$ cat config.mk
export PLATFORM = sky130hd
export DESIGN_NAME = dot_seq
export DESIGN_NICKNAME = d
export VERILOG_FILES = /design/src/rtl/dot_seq.sv
export SDC_FILE = /design/constraint.sdc
export NUM_CORES = 1
export LEC_CHECK = 0
export ABC_AREA = 1
export BUFFER_PORTS_ARGS = -buffer_cell sky130_fd_sc_hd__clkbuf_2
export CORE_MARGIN = 8
export CORE_UTILIZATION = 55
export CTS_CLUSTER_DIAMETER = 150
export DETAILED_ROUTE_END_ITERATION = 10
export GPL_TIMING_DRIVEN = 0
export PLACE_DENSITY = 0.9
export SLEW_MARGIN = 20
export SYNTH_ARGS = -nofsm -noshare
export SYNTH_HDL_FRONTEND = slang
export SYNTH_SLANG_ARGS = --single-unit
$ cat constraint.sdc
create_clock -name clk_i -period 2.65 [get_ports clk_i]
set_input_delay 0.795 -clock clk_i [delete_from_list [all_inputs] [get_ports clk_i]]
set_output_delay 0.795 -clock clk_i [all_outputs]
set_load 0.02 [all_outputs]
$ cat src/rtl/dot_seq.sv
// Dot-product sequencer: feeds one (a,b) term at a time to an external
// shift-add multiplier and accumulates the returned products into y_bo.
module dot_seq #(
   parameter int ACC_W = 32,
   parameter int CNT_W = 16
) (
   input  logic             clk_i,
   input  logic             rst_i,
   input  logic [15:0]      a_bi,
   input  logic [7:0]       b_bi,
   input  logic             valid_i,
   input  logic             last_i,
   output logic             ready_o,
   output logic             mul_start_o,
   output logic [15:0]      mul_a_o,
   output logic [7:0]       mul_b_o,
   input  logic             mul_busy_i,
   input  logic [23:0]      mul_y_i,
   output logic [ACC_W-1:0] y_bo,
   output logic             done_o,
   output logic             ovf_o,
   output logic [CNT_W-1:0] cnt_o,
   output logic             busy_o
);

   typedef enum logic [2:0] {
      S_IDLE,
      S_ISSUE,
      S_WAIT_HI,
      S_WAIT_LO,
      S_DONE
   } state_t;

   state_t           state_q;
   logic [ACC_W-1:0] acc_q;
   logic [ACC_W-1:0] y_q;
   logic [CNT_W-1:0] cnt_q;
   logic             ovf_q;
   logic             done_q;
   logic             start_q;
   logic             last_q;
   logic             clr_pend_q;
   logic [15:0]      a_q;
   logic [7:0]       b_q;

   // One extra bit so the carry out of the accumulator is visible.
   logic [ACC_W:0]   sum_d;

   always_comb begin
      sum_d = {1'b0, acc_q} + {{(ACC_W-23){1'b0}}, mul_y_i};
   end

   // NOTE: all state below uses non-blocking assignments so every register
   // sees the pre-edge values of the others, independent of statement order.
   always_ff @(posedge clk_i) begin
      if (rst_i) begin
         state_q    <= S_IDLE;
         acc_q      <= '0;
         y_q        <= '0;
         cnt_q      <= '0;
         ovf_q      <= 1'b0;
         done_q     <= 1'b0;
         start_q    <= 1'b0;
         last_q     <= 1'b0;
         clr_pend_q <= 1'b0;
         a_q        <= '0;
         b_q        <= '0;
      end else begin
         done_q  <= 1'b0;
         start_q <= 1'b0;
         case (state_q)
            S_IDLE: begin
               if (valid_i) begin
                  a_q     <= a_bi;
                  b_q     <= b_bi;
                  last_q  <= last_i;
                  start_q <= 1'b1;
                  state_q <= S_ISSUE;
                  // Status of the finished vector stays visible until a new one begins.
                  if (clr_pend_q) begin
                     cnt_q      <= '0;
                     ovf_q      <= 1'b0;
                     clr_pend_q <= 1'b0;
                  end
               end
            end
            S_ISSUE: begin
               state_q <= S_WAIT_HI;
            end
            S_WAIT_HI: begin
               if (mul_busy_i) begin
                  state_q <= S_WAIT_LO;
               end
            end
            S_WAIT_LO: begin
               if (!mul_busy_i) begin
                  acc_q   <= sum_d[ACC_W-1:0];
                  cnt_q   <= cnt_q + CNT_W'(1);
                  ovf_q   <= ovf_q | sum_d[ACC_W];
                  state_q <= last_q ? S_DONE : S_IDLE;
               end
            end
            S_DONE: begin
               y_q        <= acc_q;
               done_q     <= 1'b1;
               acc_q      <= '0;
               clr_pend_q <= 1'b1;
               state_q    <= S_IDLE;
            end
            default: begin
               state_q <= S_IDLE;
            end
         endcase
      end
   end

   assign ready_o     = (state_q == S_IDLE);
   assign busy_o      = (state_q != S_IDLE);
   assign mul_start_o = start_q;
   assign mul_a_o     = a_q;
   assign mul_b_o     = b_q;
   assign y_bo        = y_q;
   assign done_o      = done_q;
   assign ovf_o       = ovf_q;
   assign cnt_o       = cnt_q;

endmodule

== Word-level counts from Yosys, hierarchy flattened ==
Cells that the tools add are included.

* Logic and storage cells: 53
* Output and inout port bits: 77
* Bits in registers: 112
* Bits in latches: 0
* RAM bits: 0
* Memories: 0
* Memory bits (read-only): 0

* Bitwise gates (word level): 2
* Shifts and indexed selects: 0
* Reductions and logical operators: 11
* $add $sub $neg: 2
* Eq/ne operators: 8
* $mul: 0
* Div/mod/pow operators: 0
* Magnitude comparators: 0
* Muxes and demuxes: 19

{| class="wikitable"
|+ Operator list
! kind !! number
|-
| 32-bit case mux with 2 select lines || 1
|-
| 16-bit two-way mux || 3
|-
| 32-bit by 24-bit adder with 33-bit output || 1
|-
| 32-bit two-way mux || 1
|-
| 16-bit case mux with 2 select lines || 1
|-
| 16-bit by 1-bit adder with 16-bit output, second input constant || 1
|-
| 3-bit two-way mux || 4
|-
| 3-bit case mux with 4 select lines || 1
|-
| 3-bit by 2-bit == test with 1-bit output, second input constant || 2
|-
| 1-bit two-way mux || 6
|-
| 2-bit inequality test, second input constant || 3
|-
| 2-bit AND reduction || 3
|-
| 2-bit nonzero test || 3
|-
| 1-bit case mux with 2 select lines || 2
|-
| 4-bit AND reduction || 1
|-
| 3-bit by 1-bit == test with 1-bit output, second input constant || 1
|-
| 3-bit == test, second input constant || 1
|-
| 3-bit zero test || 1
|-
| 3-bit AND reduction || 1
|-
| 3-bit nonzero test || 1
|-
| 2-bit by 1-bit inequality test with 1-bit output, second input constant || 1
|-
| 2-bit OR reduction || 1
|-
| 1-bit NOT || 1
|-
| 1-bit bitwise OR || 1
|}

== Longest topological paths before layout ==
Gate-level depths: netlist of run 1.

* Word-level depth: 4
* Gate-level depth with buffers: 12
* Depth with buffers taken out: 12

== Least setup slack after synthesis of run 1 ==
No wires, ideal clock.

* Kind: in2reg
* Start: in mul_y_i[0]
* End: reg acc_q[8]
* Stages: 10
* Slack: 0.280 ns
* Arrival time: 2.238 ns
* Setup time: 0.132 ns
* Required time: 2.518 ns
* Cells stage by stage: ha_1 -> fa_1 -> nand2_1 -> nand2_1 -> and2_1 -> nand2_1 -> nand2_1 -> or2_2 -> nand3_1 -> a21oi_1

* Cells in the longest elaborated chain, start to end: 3

{| class="wikitable"
|+ Ends and longest elaborated chain
! what !! line !! text
|-
| start, declared || 18 || <nowiki>input logic [23:0] mul_y_i,</nowiki>
|-
| 32-bit by 24-bit adder with 33-bit output || 50 || <nowiki>sum_d = {1'b0, acc_q} + {{(ACC_W-23){1'b0}}, mul_y_i};</nowiki>
|-
| 32-bit two-way mux || 96 || <nowiki>if (!mul_busy_i) begin</nowiki>
|-
| 32-bit case mux with 2 select lines || 71 || <nowiki>case (state_q)</nowiki>
|-
| end signal, assigned || 97 || <nowiki>acc_q <= sum_d[ACC_W-1:0];</nowiki>
|-
| end, declared || 35 || <nowiki>logic [ACC_W-1:0] acc_q;</nowiki>
|}

Every way passes these cells. The select of a mux whose other input is x is not followed.
A chain may end at the register's enable or synchronous reset.

== Worst setup path after layout of run 1 ==
* Start: in mul_y_i[0]
* End: reg acc_q[28]

Same word-level chain as after synthesis.

==> results of run 1 <==
[worst min path at each step]
stage | start | end | slack [ps] | cells past startpoint
floorplan | last_q$_SDFFE_PP0P_ | state_q[2]$_SDFFE_PP0P_ | 420 | 2
global placement | last_q$_SDFFE_PP0P_ | state_q[2]$_SDFFE_PP0P_ | 440 | 2
CTS | last_q$_SDFFE_PP0P_ | state_q[2]$_SDFFE_PP0P_ | 470 | 2
finish | last_q$_SDFFE_PP0P_ | state_q[2]$_SDFFE_PP0P_ | 460 | 2
global route | last_q$_SDFFE_PP0P_ | last_q$_SDFFE_PP0P_ | 500 | 2
detailed placement | last_q$_SDFFE_PP0P_ | state_q[2]$_SDFFE_PP0P_ | 440 | 2
[final cells by class]
cell class | count | area (um2)
timing repair buffer | 128 | 641
clock inverter | 4 | 36.3
inverter | 140 | 528
fill | 1005 | 3740
clock buffer | 12 | 155
tap | 140 | 175
buffer | 22 | 116
multi-input combinational | 657 | 3260
sequential | 112 | 2240
[metrics by stage]
step	utilization, %	hold slack (ps)	instance area (um2)	TNS (ps)	setup WS [ps]
floorplan	-	422	6140	0	280
global route	65.7	495	7150	0	150
finish	65.7	464	7150	0	202
detailed placement	63.9	443	6960	-425	-163
CTS	65.7	469	7150	0	273
global placement	63.9	438	6960	-313	-112
[cell families after synthesis]
kind of cell / count (synthesis)
AOI/OAI and AO/OA: 149
xor gates and xnor gates: 6
adders and majority gates: 26
buffers and inverters: 162
DFF: 112
and+or+nand+nor: 476
[per-layer routing]
layer,wire [um],global-route usage [%]
met1,7470,27.5
met3,1330,6.66
met5,0,0
met2,7620,37.2
met4,335,8.17
[tightest hold or removal path, cell delays in order, from the launching register on]
cell and delay [ps]:
dfxtp_1 310, inv_1 60, nor4_1 50
[power by group through the flow]
stage                     Combinational, W  Clock (W)  Sequential [W]
final                             0.000692   0.000995         0.00182
after CTS                         0.000691    0.00103         0.00182
after floorplan                   0.000384          0         0.00192
after global routing              0.000764    0.00109         0.00183
after global placement            0.000675          0         0.00185
after detailed placement          0.000689          0         0.00185
[layout by cell type, fill, tap and decap left out, types with 2 or more instances in the layout]
master	instances
a21o_1	2
a21oi_1	68
a22o_1	23
and2_1	2
buf_2	8
buf_4	2
buf_6	2
clkbuf_1	10
clkbuf_2	129
clkbuf_8	11
clkinv_4	2
dfxtp_1	112
ha_1	25
inv_1	135
inv_2	4
nand2_1	265
nand2_2	3
nand3_1	53
nand3_2	2
nand3b_1	6
nand4_1	10
nor2_1	106
nor2_4	3
nor3_1	13
nor4_1	3
nor4_2	2
o21ai_0	51
or2_2	5
xnor2_1	2
xor2_1	4
[registers in the layout (all words and copies together), names as in the netlist, 3 cells and up]
register	count
cnt_o	16
state_q	3
mul_b_o	8
acc_q	32
mul_a_o	16
y_bo	32
==> results.py, run 1 <==
metrics = {
    "outcome": {
        "outcome": "finished clean",
    },
    "power_and_ir_drop": {
        "total_power_w": 0.00350,
        "pwr-share-clk_pct": 28.4,
        "leakage_nw": 3.58,
        "ir_drop_mv": 0.514,
        "p_int_w": 0.00239,
        "pwr_density_cell_nw_per_um2": 490,
        "comb_power_share_pct": 19.8,
        "p_seq_share_pct": 51.8,
        "switching_share_pct": 31.7,
        "p_sw_w": 0.00111,
    },
    "logic_synthesis": {
        "synth_top_family_by_area": "simple AND/OR/NAND/NOR gates",
        "synth.most_common_cell": "nand2_1",
        "avgSynthCellArea_um2": 6.60,
        "synth_cells": 931,
        "synth_edf_count": 0,
        "ys.warnings.count": 0,
        "synthArstFlopShare_pct": 0,
        "synth-seq-cells": 112,
        "yosys.area_share.simple_pct": 32.9,
        "synth_adder_area_share_pct": 5.42,
        "synth_common_cells": "nand2_1, inv_1, dfxtp_1, nor2_1, a21oi_1",
        "yosysTopAreaCellShare_pct": 36.5,
        "syn_nets": 1010,
        "synth_compound_area_share_pct": 13.8,
        "synth_xor_xnor_area_share_pct": 0.855,
        "synth_top_flop_cell": "dfxtp_1",
        "ys_seq_area_share_pct": 36.5,
        "yosysTopAreaCell": "dfxtp_1",
        "synthTopCellsByArea": "dfxtp_1, nand2_1, inv_1, nor2_1, a21oi_1",
        "ys_types": 38,
        "synthMuxAreaShare_pct": 0,
        "syn_area_um2": 6140,
    },
    "clocking": {
        "htree_num_levels": 3,
        "cts_resized": 0,
        "cts_buffer_depth": 2,
        "path_clk_slew_ps": 110,
        "holdBufCountCts": 0,
        "cts_buffers": 9,
        "root_buffer": "clkbuf_8",
        "cts_tree": "done",
        "clock-sinks": 112,
        "postCtsSetupBuffers": 0,
        "worstSkewPairLatency_ps": 390,
    },
    "critical_path": {
        "cp_top_family": "simple AND/OR/NAND/NOR gates",
        "cp_slowest_cell": "fa_1",
        "crit_fanout": 5,
        "path_cells": "clkbuf_2 > ha_1 > fa_1 > nand2_1 > nand2_1 > and2_1 > nand2_1 > nand2_1 > nand2_1 > nand3_1 > a21oi_1 > nor2_1",
        "crit_top_cell": "nand2_1",
        "startpoint_type": "input pin",
        "critPathRequiredTime_ps": 2950,
        "worstSetupStartpoint": "mul_y_i[0]",
        "path_buf_inv": 1,
        "crit_end": "acc_q[28]$_SDFFE_PP0P_",
        "reg2reg_depth": 11,
        "endpoint_kind": "flip-flop",
        "slowest_delay_ps": 460,
        "timing.rr.end": "acc_q[28]$_SDFFE_PP0P_",
        "r2r_slack_ps": 390,
        "timing.rr.start": "acc_q[0]$_SDFFE_PP0P_",
        "path_depth": 12,
        "crit_type": "input pin to flip-flop",
        "crit_arrival_ps": 2740,
    },
    "finish": {
        "n_antenna_cell": 0,
        "nNetsFinal": 1149,
        "finalNonFillerCells": 1215,
        "area_delta_synth_final_pct": 16.4,
        "layout-drive-gt1-share_pct": 16.6,
    },
    "floorplan": {
        "start_util_pct": 56.4,
        "num_io_pins": 130,
        "die_y_um": 122,
        "dieWidth_um": 122,
        "row_count": 38,
        "die-area_um2": 14800,
        "core_um2": 10900,
    },
    "placement": {
        "portBuffers": 128,
        "routabilityCongestion": 0.974,
        "dp.cells": 1199,
        "hpwlAfterDp_um": 13300,
    },
    "grt": {
        "antenna_found_initial": 0,
        "grt_pass1_wl_um": 27500,
        "grt_pass1_vias": 5955,
        "grt.overflow.total": 0,
        "grt_max_degree": 19,
        "track_usage_pct": 22.6,
    },
    "timing": {
        "fmax_ghz": 0.409,
        "fin_crit_ps": 2450,
        "drv_slew": 0,
        "relSlewSlack_pct": 59.7,
        "hold_viol_final": 0,
        "period_share_pct": 92.4,
        "setup_viol": 0,
        "grt_setup_unrepaired": "false",
        "worst_pin_slew_ps": 604,
        "fin_worst_skew_ps": 13.9,
    },
    "detailed_routing": {
        "wl_per_cell_um": 13.8,
        "first_pass_iters": 5,
        "viasPerCell": 5.20,
        "wl_um": 16800,
        "drcViolationCount": 0,
        "ant_nets": 0,
        "vias": 6319,
        "drt-initial-drc-count": 464,
    },
    "hold_path": {
        "hp-class": "flip-flop to flip-flop",
    },
    "flow_run": {
        "cap_violations": 0,
    },
}
No activity file was read; power rests on OpenSTA's default activity.
==> run 2: changes to the inputs <==
--- a/config.mk
+++ b/config.mk
@@ -12,7 +12,7 @@
 export CTS_CLUSTER_DIAMETER = 150
 export DETAILED_ROUTE_END_ITERATION = 10
 export GPL_TIMING_DRIVEN = 0
-export PLACE_DENSITY = 0.9
+export PLACE_DENSITY_LB_ADDON = 0.08
 export SLEW_MARGIN = 20
 export SYNTH_ARGS = -nofsm -noshare
 export SYNTH_HDL_FRONTEND = slang
==> constraint.sdc (replaced) <==
create_clock -name clk_i -period 2.65 [get_ports clk_i]
set_input_delay 0.795 -clock clk_i [delete_from_list [all_inputs] [get_ports clk_i]]
set_output_delay 0.795 -clock clk_i [all_outputs]
set_load 0.01 [all_outputs]
==> results.py, run 2 (synthesis gave the netlist of run 1 again) <==
metrics = {
    "critical_path": {
        "worstSetupStartpoint": "mul_y_i[0]",
        "startpoint_type": "input pin",
        "crit_type": "input pin to flip-flop",
        "r2r_slack_ps": 390,
        "crit_fanout": 5,
        "crit_top_cell": "nand2_1",
        "timing.rr.end": "acc_q[28]$_SDFFE_PP0P_",
        "endpoint_kind": "flip-flop",
        "reg2reg_depth": 12,
        "timing.rr.start": "acc_q[0]$_SDFFE_PP0P_",
        "crit_end": "acc_q[28]$_SDFFE_PP0P_",
        "critPathRequiredTime_ps": 2990,
        "path_cells": "clkbuf_2 > ha_1 > fa_1 > nand2_1 > nand2_1 > and2_1 > nand2_1 > nand2_1 > nand2_1 > nand3_1 > nand3_1 > nand2_1 > nor2_1",
        "crit_arrival_ps": 2770,
        "cp_slowest_cell": "fa_1",
        "slowest_delay_ps": 450,
    },
    "placement": {
        "hpwlAfterDp_um": 12800,
        "routabilityCongestion": 0.947,
        "pre_cts_slack_ps": -177,
        "dpl-instance-area_um2": 6960,
        "portBuffers": 128,
    },
    "timing": {
        "fin_worst_skew_ps": 12.1,
        "grt_setup_unrepaired": "false",
        "setup_viol": 0,
        "period_share_pct": 91.8,
        "worst_pin_slew_ps": 606,
        "drv_slew": 0,
        "setup_ws_ps": 217,
        "fmax_ghz": 0.411,
        "fin_crit_ps": 2430,
        "hold_viol_final": 0,
        "relSlewSlack_pct": 59.6,
    },
    "finish": {
        "layout_commonest_cell": "nand2_1",
        "area_delta_synth_final_pct": 16.5,
        "final_cell_area_um2": 7160,
        "layout-drive-gt1-share_pct": 16.6,
        "n_antenna_cell": 0,
        "fillers": 1067,
        "mostFrequentLayoutCells": "nand2_1, inv_1, clkbuf_2",
        "nNetsFinal": 1149,
    },
    "power_and_ir_drop": {
        "switching_share_pct": 30.7,
        "p_seq_share_pct": 51.6,
        "p_int_w": 0.00244,
        "pwr_density_cell_nw_per_um2": 491,
        "p_sw_w": 0.00108,
        "comb_power_share_pct": 17.9,
        "ir_drop_mv": 0.466,
        "pwr-share-clk_pct": 30.5,
        "leakage_nw": 3.58,
    },
    "grt": {
        "grt_pass1_vias": 5857,
        "grt_pass1_wl_um": 27200,
        "grt.overflow.total": 0,
        "track_usage_pct": 22.6,
        "antenna_found_initial": 0,
        "grt_max_degree": 20,
    },
    "floorplan": {
        "core_um2": 10900,
        "die-area_um2": 14800,
        "dieWidth_um": 122,
        "num_io_pins": 130,
        "row_count": 38,
        "start_util_pct": 56.4,
        "die_y_um": 122,
    },
    "clocking": {
        "cts_buffer_depth": 2,
        "cts_buffers": 9,
        "cts_tree": "done",
        "cts_resized": 0,
        "worstSkewPairLatency_ps": 400,
        "path_clk_slew_ps": 100,
        "clock-sinks": 112,
        "root_buffer": "clkbuf_8",
        "htree_num_levels": 3,
        "postCtsSetupBuffers": 0,
        "holdBufCountCts": 0,
    },
    "detailed_routing": {
        "vias": 6107,
        "drt-initial-drc-count": 322,
        "wl_um": 16200,
        "drcViolationCount": 0,
        "viasPerCell": 5.03,
        "first_pass_iters": 5,
        "ant_nets": 0,
        "wl_per_cell_um": 13.3,
    },
    "flow_run": {
        "cap_violations": 0,
    },
    "hold_path": {
        "hp-class": "flip-flop to flip-flop",
    },
    "outcome": {
        "outcome": "finished clean",
    },
}
## run 2: cell count changes in the layout (fill, tap and decap cells not counted), sizes merged
cell      before  now
bufinv         0    1
clkinv         2    0
clkbuf       150  147
inv          141  143
clkinvlp       1    2
## run 2: routing by layer
| layer | vias to the layer above | GRT usage, % | part of all wire [%] |
|---|---|---|---|
| met5 | - | 0 | 0 |
| met3 | 21 | 8.05 | 7.7 |
| li1 | 3247 | - | - |
| met4 | 0 | 6.55 | 1.6 |
| met1 | 2684 | 26.3 | 44 |
| met2 | 155 | 38.2 | 47 |
## run 2: worst min path at each step
stage / slack, ps / endpoint / start / depth (start not counted)
2_1_floorplan: 420 / state_q[2]$_SDFFE_PP0P_ / last_q$_SDFFE_PP0P_ / 2
3_3_place_gp: 440 / ovf_o$_SDFFE_PP0P_ / ovf_o$_SDFFE_PP0P_ / 2
3_5_place_dp: 450 / ovf_o$_SDFFE_PP0P_ / ovf_o$_SDFFE_PP0P_ / 2
4_1_cts: 460 / ovf_o$_SDFFE_PP0P_ / ovf_o$_SDFFE_PP0P_ / 2
5_1_grt: 470 / ovf_o$_SDFFE_PP0P_ / ovf_o$_SDFFE_PP0P_ / 2
6_report: 460 / ovf_o$_SDFFE_PP0P_ / ovf_o$_SDFFE_PP0P_ / 2
## run 2: critical path, delay by kind of cell
kind	cells	cell delay, ps
buffers and inverters	1	80
and+or+nand+nor	10	1170
adders and majority gates	2	690
## run 2: area by class of cell
type,count,area [um2],area share [%]
multi-input cells,657,3260,45.5
well taps,140,175,2.45
inverters,140,528,7.37
flip-flops and latches,112,2240,31.3
repair buffers,128,641,8.95
clock buffers,9,124,1.73
plain buffers,22,116,1.63
clock inverters,6,76.3,1.07
## run 2: stage by stage
step / hold slack (ps) / cells / setup TNS (ps) / total power (W) / utilization (%)
floorplan: 422 / 931 / 0 / 0.00225 / -
global placement: 436 / 1199 / -512 / 0.00247 / 63.9
detailed placement: 445 / 1199 / -553 / 0.00248 / 63.9
CTS: 461 / 1214 / 0 / 0.00355 / 65.8
global route: 474 / 1214 / 0 / 0.00371 / 65.8
finish: 463 / 1214 / 0 / 0.00352 / 65.8
## run 2: power by group through the flow
stage	registers [W]	clock network, W	logic (W)
2_1_floorplan	0.00188	0	0.000376
3_3_place_gp	0.00185	0	0.000625
3_5_place_dp	0.00185	0	0.000631
4_1_cts	0.00181	0.00111	0.000635
5_1_grt	0.00182	0.00117	0.000719
6_report	0.00181	0.00107	0.000631
